--- src/rtl/mem_pkg.sv ---
// Shared types and helpers for the data-memory requester.
// Size codes, FSM states and the alignment rule.
package mem_pkg;

  localparam int DEF_ADDR_W = 5;
  localparam int DEF_DATA_W = 64;

  localparam logic [1:0] SZ_B = 2'd0;
  localparam logic [1:0] SZ_H = 2'd1;
  localparam logic [1:0] SZ_W = 2'd2;
  localparam logic [1:0] SZ_D = 2'd3;

  typedef enum logic [1:0] {
    IDLE,
    READ,
    WRITE,
    RESP
  } st_e;

  function automatic logic is_misaligned(
    input logic [1:0] size,
    input logic [2:0] offset
  );
    logic mis;
    unique case (size)
      SZ_B:    mis = 1'b0;
      SZ_H:    mis = offset[0];
      SZ_W:    mis = |offset[1:0];
      default: mis = |offset;
    endcase
    return mis;
  endfunction

endpackage

--- src/rtl/mem_access_unit_if.sv ---
// Datapath-side request/response handshake of the memory unit.
// master = datapath, slave = mem_access_unit.
interface mem_access_unit_if
  import mem_pkg::*;
#(
  parameter int ADDR_W = DEF_ADDR_W,
  parameter int DATA_W = DEF_DATA_W
);

  logic              req_valid;
  logic              req_ready;
  logic              req_we;
  logic [1:0]        req_size;
  logic              req_unsigned;
  logic [ADDR_W+2:0] req_addr;
  logic [DATA_W-1:0] req_wdata;
  logic              resp_valid;
  logic [DATA_W-1:0] resp_rdata;
  logic              resp_err;

  modport master (
    output req_valid, req_we, req_size,
    output req_unsigned, req_addr, req_wdata,
    input  req_ready, resp_valid,
    input  resp_rdata, resp_err
  );

  modport slave (
    input  req_valid, req_we, req_size,
    input  req_unsigned, req_addr, req_wdata,
    output req_ready, resp_valid,
    output resp_rdata, resp_err
  );

endinterface

--- src/rtl/mem_lane_align.sv ---
// Little-endian lane extract/extend for loads and
// lane merge for sub-doubleword stores.
module mem_lane_align
  import mem_pkg::*;
#(
  parameter int DATA_W = DEF_DATA_W
) (
  input  logic [DATA_W-1:0] old,
  input  logic [DATA_W-1:0] wdata,
  input  logic [1:0]        size,
  input  logic [2:0]        off,
  input  logic              uns,
  output logic [DATA_W-1:0] rdata,
  output logic [DATA_W-1:0] merged
);

  logic [5:0]        sh;
  logic [DATA_W-1:0] lane;
  logic [DATA_W-1:0] mask;
  logic              sx;

  assign sh   = {off, 3'b000};
  assign lane = old >> sh;
  assign sx   = ~uns;

  always_comb begin
    rdata = lane;
    mask  = '1;
    unique case (size)
      SZ_B: begin
        rdata = {{(DATA_W-8){sx & lane[7]}}, lane[7:0]};
        mask  = {{(DATA_W-8){1'b0}}, 8'hFF};
      end
      SZ_H: begin
        rdata = {{(DATA_W-16){sx & lane[15]}}, lane[15:0]};
        mask  = {{(DATA_W-16){1'b0}}, 16'hFFFF};
      end
      SZ_W: begin
        rdata = {{(DATA_W-32){sx & lane[31]}}, lane[31:0]};
        mask  = {{(DATA_W-32){1'b0}}, 32'hFFFF_FFFF};
      end
      default: begin
        rdata = lane;
        mask  = '1;
      end
    endcase
    merged = (old & ~(mask << sh)) | ((wdata & mask) << sh);
  end

endmodule

--- src/rtl/mem_access_unit.sv ---
// Requester for the 32 x 64-bit data memory: one request in
// flight, read-modify-write for narrow stores, one response pulse.
module mem_access_unit
  import mem_pkg::*;
#(
  parameter int ADDR_W = DEF_ADDR_W,
  parameter int DATA_W = DEF_DATA_W
) (
  input  logic              clk,
  input  logic              reset,
  mem_access_unit_if.slave  req,
  output logic [ADDR_W-1:0] mem_address,
  output logic              mem_WE,
  output logic [DATA_W-1:0] mem_dIn,
  input  logic [DATA_W-1:0] mem_dout
);

  st_e state, state_n;

  logic              we_q;
  logic              uns_q;
  logic              err_q;
  logic [1:0]        size_q;
  logic [ADDR_W+2:0] addr_q;
  logic [DATA_W-1:0] wdata_q;
  logic [DATA_W-1:0] old_q;
  logic [ADDR_W-1:0] addr_hold;
  logic [DATA_W-1:0] din_hold;
  logic [DATA_W-1:0] ext;
  logic [DATA_W-1:0] merged;
  logic              accept;
  logic              mis_in;

  assign accept = req.req_valid & req.req_ready;
  assign mis_in = is_misaligned(req.req_size, req.req_addr[2:0]);

  mem_lane_align #(.DATA_W(DATA_W)) u_align (
    .old    (old_q),
    .wdata  (wdata_q),
    .size   (size_q),
    .off    (addr_q[2:0]),
    .uns    (uns_q),
    .rdata  (ext),
    .merged (merged)
  );

  always_ff @(posedge clk or posedge reset) begin
    if (reset) state <= IDLE;
    else       state <= state_n;
  end

  always_comb begin
    state_n         = state;
    req.req_ready   = 1'b0;
    req.resp_valid  = 1'b0;
    req.resp_err    = 1'b0;
    req.resp_rdata  = '0;
    mem_WE          = 1'b0;
    mem_address     = addr_hold;
    mem_dIn         = din_hold;
    unique case (state)
      IDLE: begin
        req.req_ready = ~reset;
        if (accept) begin
          if (mis_in)
            state_n = RESP;
          else if (req.req_we && req.req_size == SZ_D)
            state_n = WRITE;
          else
            state_n = READ;
        end
      end
      READ: begin
        mem_address = addr_q[ADDR_W+2:3];
        state_n     = we_q ? WRITE : RESP;
      end
      WRITE: begin
        mem_address = addr_q[ADDR_W+2:3];
        mem_WE      = 1'b1;
        mem_dIn     = merged;
        state_n     = RESP;
      end
      default: begin
        req.resp_valid = 1'b1;
        req.resp_err   = err_q;
        if (!we_q && !err_q) req.resp_rdata = ext;
        state_n = IDLE;
      end
    endcase
  end

  // Address/data hold registers keep the memory bus quiet between accesses.
  always_ff @(posedge clk or posedge reset) begin
    if (reset) begin
      we_q      <= 1'b0;
      uns_q     <= 1'b0;
      err_q     <= 1'b0;
      size_q    <= SZ_B;
      addr_q    <= '0;
      wdata_q   <= '0;
      old_q     <= '0;
      addr_hold <= '0;
      din_hold  <= '0;
    end else begin
      if (accept) begin
        we_q    <= req.req_we;
        uns_q   <= req.req_unsigned;
        err_q   <= mis_in;
        size_q  <= req.req_size;
        addr_q  <= req.req_addr;
        wdata_q <= req.req_wdata;
      end
      if (state == READ) old_q <= mem_dout;
      if (state == READ || state == WRITE)
        addr_hold <= addr_q[ADDR_W+2:3];
      if (state == WRITE) din_hold <= merged;
    end
  end

endmodule
--- src/flat_wrapper.sv ---
// flat-port wrapper written by rule: the top's interface ports become plain ports
module mem_access_unit_flat import mem_pkg::*;
#(
  parameter int ADDR_W = DEF_ADDR_W,
  parameter int DATA_W = DEF_DATA_W
)
  (clk, reset, mem_address, mem_WE, mem_dIn, mem_dout, req_req_valid, req_req_we, req_req_size, req_req_unsigned, req_req_addr, req_req_wdata, req_req_ready, req_resp_valid, req_resp_rdata, req_resp_err);
  mem_access_unit_if #(.ADDR_W(ADDR_W), .DATA_W(DATA_W)) req_i ();
  input  logic clk;
  input  logic reset;
  output logic [ADDR_W-1:0] mem_address;
  output logic mem_WE;
  output logic [DATA_W-1:0] mem_dIn;
  input  logic [DATA_W-1:0] mem_dout;
  input wire logic [$bits(req_i.req_valid)-1:0] req_req_valid;
  input wire logic [$bits(req_i.req_we)-1:0] req_req_we;
  input wire logic [$bits(req_i.req_size)-1:0] req_req_size;
  input wire logic [$bits(req_i.req_unsigned)-1:0] req_req_unsigned;
  input wire logic [$bits(req_i.req_addr)-1:0] req_req_addr;
  input wire logic [$bits(req_i.req_wdata)-1:0] req_req_wdata;
  output wire logic [$bits(req_i.req_ready)-1:0] req_req_ready;
  output wire logic [$bits(req_i.resp_valid)-1:0] req_resp_valid;
  output wire logic [$bits(req_i.resp_rdata)-1:0] req_resp_rdata;
  output wire logic [$bits(req_i.resp_err)-1:0] req_resp_err;
  assign req_i.req_valid = req_req_valid;
  assign req_i.req_we = req_req_we;
  assign req_i.req_size = req_req_size;
  assign req_i.req_unsigned = req_req_unsigned;
  assign req_i.req_addr = req_req_addr;
  assign req_i.req_wdata = req_req_wdata;
  assign req_req_ready = req_i.req_ready;
  assign req_resp_valid = req_i.resp_valid;
  assign req_resp_rdata = req_i.resp_rdata;
  assign req_resp_err = req_i.resp_err;
  mem_access_unit #(.ADDR_W(ADDR_W), .DATA_W(DATA_W)) u_core (.clk(clk), .reset(reset), .req(req_i), .mem_address(mem_address), .mem_WE(mem_WE), .mem_dIn(mem_dIn), .mem_dout(mem_dout));
endmodule
--- config.mk ---
export PLATFORM = sky130hd
export DESIGN_NAME = mem_access_unit_flat
export DESIGN_NICKNAME = d
export VERILOG_FILES = /design/src/rtl/mem_pkg.sv /design/src/rtl/mem_access_unit_if.sv /design/src/rtl/mem_lane_align.sv /design/src/rtl/mem_access_unit.sv /design/src/flat_wrapper.sv
export SDC_FILE = /design/constraint.sdc
export NUM_CORES = 1
export LEC_CHECK = 0
export BUFFER_PORTS_ARGS = -buffer_cell sky130_fd_sc_hd__buf_2
export CAP_MARGIN = 10
export CORE_UTILIZATION = 50
export DETAILED_ROUTE_END_ITERATION = 10
export HOLD_SLACK_MARGIN = 0.08
export PLACE_DENSITY = 0.83
export SLEW_MARGIN = 20
export SYNTH_ARGS = -nofsm -noshare
export SYNTH_HDL_FRONTEND = slang
export SYNTH_SLANG_ARGS = --single-unit
--- constraint.sdc ---
create_clock -name clk -period 6.4 [get_ports clk]
set_input_delay 0.32 -clock clk [delete_from_list [all_inputs] [get_ports clk]]
set_output_delay 0.32 -clock clk [all_outputs]
set_load 0.02 [all_outputs]
==> key figures <==
GRT
  – GRT Total Usage: 35.66%
  – Initial antenna violation count: 1
  – First-pass GRT wire length: 69,090 um
  – Vias in the first global route: 11,546
  – Largest net degree at the start of global routing: 201
  – GRT overflow: 0

Route
  – Number of DRC markers in iteration 0: 1,791
  – Final wirelength: 46,330 um
  – Vias per cell: 6.170
  – Drt pass-1 iters: 6
  – WL/cell: 24.08 um
  – Antenna viol nets, final: 0
  – Remaining DRCs: 0
  – Via Count: 11,871

STA
  – Fmax: 228.9 MHz
  – Fin. max-slew vios: 0
  – Count of final setup violators: 0
  – Total negative slack: 0 ns
  – Rel. slew slack: 30.09%
  – Clk_skew: 0.01048 ns
  – Final period utilization: 68.26%
  – Slew of the pin with the lowest slew margin: 1.046 ns
  – Final hold violation count: 0
  – Min Tclk post-route: 4.369 ns
  – RSZ-0062 raised after global routing: no

Setup path
  – Slowest CP cell: dfrtp_4
  – CP startpoint kind: register
  – CP cell instances: buf_4, mux2i_1, a2bb2oi_1, a211o_1, o211a_2, nor2_1, buf_2
  – Max FO, Critical Path: 59
  – CP Data Required Time: 6.08 ns
  – CP max stage delay: 0.88 ns
  – CP Capture Type: output pin
  – Critical Path AT: 4.05 ns
  – Reg2reg path depth: 5
  – Worst setup path category: reg2out

Yosys
  – Top cell type by total area after synthesis: dfrtp_1
  – Post-Syn Area: 12,420 um^2
  – Synthesized flop and latch total: 212
  – Yosys top cell area share: 42.72%
  – Cell variety after synth: 56
  – Syn avg cell area: 10.03 um^2
  – FFs w/ async S/R, synth: 100.0%
  – EDFF count, synth: 0
  – Ys Warns: 0
  – Mapped Cells: 1,238
  – Top FF cell, synth: dfrtp_1
  – Sequential area share after synthesis: 42.72%
  – Mapped Nets: 1,385
  – Synth top area cells: dfrtp_1, mux2_2, a21oi_1, mux2i_1, nor2_1

Finish
  – Layout cell share with drive strength beyond 1: 35.25%
  – Antenna cells: 0
  – Post-Layout Cell Count: 1,924
  – Post-Layout Inst Area: 16,050 um^2
  – Commonest non-fill, non-tap cell in the layout: buf_2
  – Fin nets: 1,732
  – Commonest non-fill, non-tap cells in the layout: buf_2, dfrtp_1, mux2_2
  – Layout area overhead: 29.27%

Job
  – Max-cap violations: 0

Floorplanning
  – Die width: 159.6 um
  – Ports: 280
  – Total die area: 25,470 um^2
  – Die H: 159.6 um
  – Starting Density: 51.07%
  – Site Rows: 57
  – Core area: 24,320 um^2

Placed design
  – DP HPWL: 30,950 um
  – Placed Area: 13,860 um^2
  – Placer's final routability congestion estimate: 1.005
  – Placed Cells: 1,743
  – Port-buffer cells: 279

Power
  – Max IR drop VDD: 330.4 uV
  – Pwr dens: 631.8 nW/um^2
  – P_leak: 7.144 nW
  – Tot Pwr: 10.14 mW

CTS
  – CTS clk-pin slew, worst paths: 0.06 ns
  – Post-CTS Repair Setup Buffers: 0
  – CTS resizes: 0
  – Clock root cell: clkbuf_16
  – Clock sink count: 212
  – Longest Clk Path Bufs: 3
  – Clock Latency Late Sink: 0.53 ns
  – Hold buffers post-CTS: 139
  – Total CTS buffers: 23
  – TritonCTS clock tree: built
  – H-tree levels: 1

Hold path
  – Hold Path Class: in2reg
  – Hold path cells: 2

Status
  – Status: completed
==> synthesized netlist by cell type (all sizes together) (2+ instances only) <==
| cell type | instances |
|---|---|
| a211oi | 27 |
| a21o | 4 |
| a21oi | 128 |
| a221oi | 15 |
| a222oi | 5 |
| a22o | 4 |
| a22oi | 23 |
| a2bb2oi | 3 |
| a31oi | 20 |
| a32oi | 6 |
| a41oi | 5 |
| and2 | 3 |
| and3 | 7 |
| and3b | 8 |
| and4b | 5 |
| buf | 45 |
| clkbuf | 65 |
| dfrtp | 212 |
| ha | 4 |
| inv | 11 |
| mux2 | 172 |
| mux2i | 51 |
| mux4 | 19 |
| nand2 | 95 |
| nand2b | 4 |
| nand3 | 23 |
| nor2 | 146 |
| nor2b | 28 |
| nor3b | 3 |
| o211a | 3 |
| o211ai | 3 |
| o21a | 5 |
| o21ai | 53 |
| o22ai | 15 |
| o2bb2ai | 5 |
| or2 | 2 |
| or3 | 2 |
==> metrics by stage <==
| stage | util, % | worst slack (ns) | hold slack (ns) |
|---|---|---|---|
| floorplan | - | 1.133 | 0.4706 |
| global placement | 56.99 | 2.827 | 0.3173 |
| detailed placement | 56.99 | 2.641 | 0.3284 |
| CTS | 65.82 | 2.071 | 0.08055 |
| global route | 66.01 | 1.751 | 0.09795 |
| finish | 66.01 | 2.031 | 0.08230 |
==> sequential cells by signal, indices dropped and copies added, names as in the netlist <==
register,flops
u_core.uns_q,1
u_core.size_q,2
u_core.addr_q,8
u_core.state,2
u_core.we_q,1
u_core.err_q,1
u_core.addr_hold,5
u_core.din_hold,64
u_core.wdata_q,64
u_core.old_q,64
==> where the power goes <==
group / total [mW] / internal (mW) / switching [mW]
Combinational: 5.74 / 2.22 / 3.52
Sequential: 3.04 / 2.04 / 0.997
Clock: 1.36 / 0.798 / 0.562
==> routing by layer <==
layer | vias to the layer above | global-route usage [%] | routed length (um)
li1 | 5214 | - | -
met1 | 5690 | 46.48 | 17660
met4 | 2 | 15.52 | 2248
met2 | 807 | 56.87 | 21450
met3 | 158 | 8.309 | 4949
met5 | - | 0 | 13
==> cell type report <==
| class | instances | area [um^2] |
|---|---|---|
| Fill cell | 1867 | 8265 |
| Multi-Input combinational cell | 905 | 6598 |
| Sequential cell | 212 | 5313 |
| Timing Repair Buffer | 432 | 2938 |
| Clock buffer | 32 | 659.4 |
| Tap cell | 324 | 405.4 |
| Clock inverter | 8 | 96.34 |
| Inverter | 11 | 45.04 |
==> cell families after synthesis <==
group,synth area share (%)
adders and majority gates,0.4030
buffers and inverters,4.382
DFF,42.72
AOI/OAI and AO/OA,17.12
muxes,23.18
and+or+nand+nor,12.20
==> critical path, delay by kind of cell (launching register included) <==
family	cells	cell delay (ns)
compound gates	3	1.23
simple gates	1	0.14
mux	1	0.31
flops	1	0.88
buf+inv	2	0.90
==> worst paths after layout <==
check                                     from             endpoint  slack, ns
max                           u_core.addr_q[0]   req_resp_rdata[48]       2.03
min                            req_req_addr[0]     u_core.addr_q[0]       0.08
max reg2reg                   u_core.size_q[0]  u_core.din_hold[46]       3.11
min reg2reg                u_core.addr_hold[2]  u_core.addr_hold[2]       0.50
max in group asynchronous                reset      u_core.old_q[3]       4.67
min in group asynchronous                reset     u_core.addr_q[3]       0.33
Power figures use the tool's default switching activity.
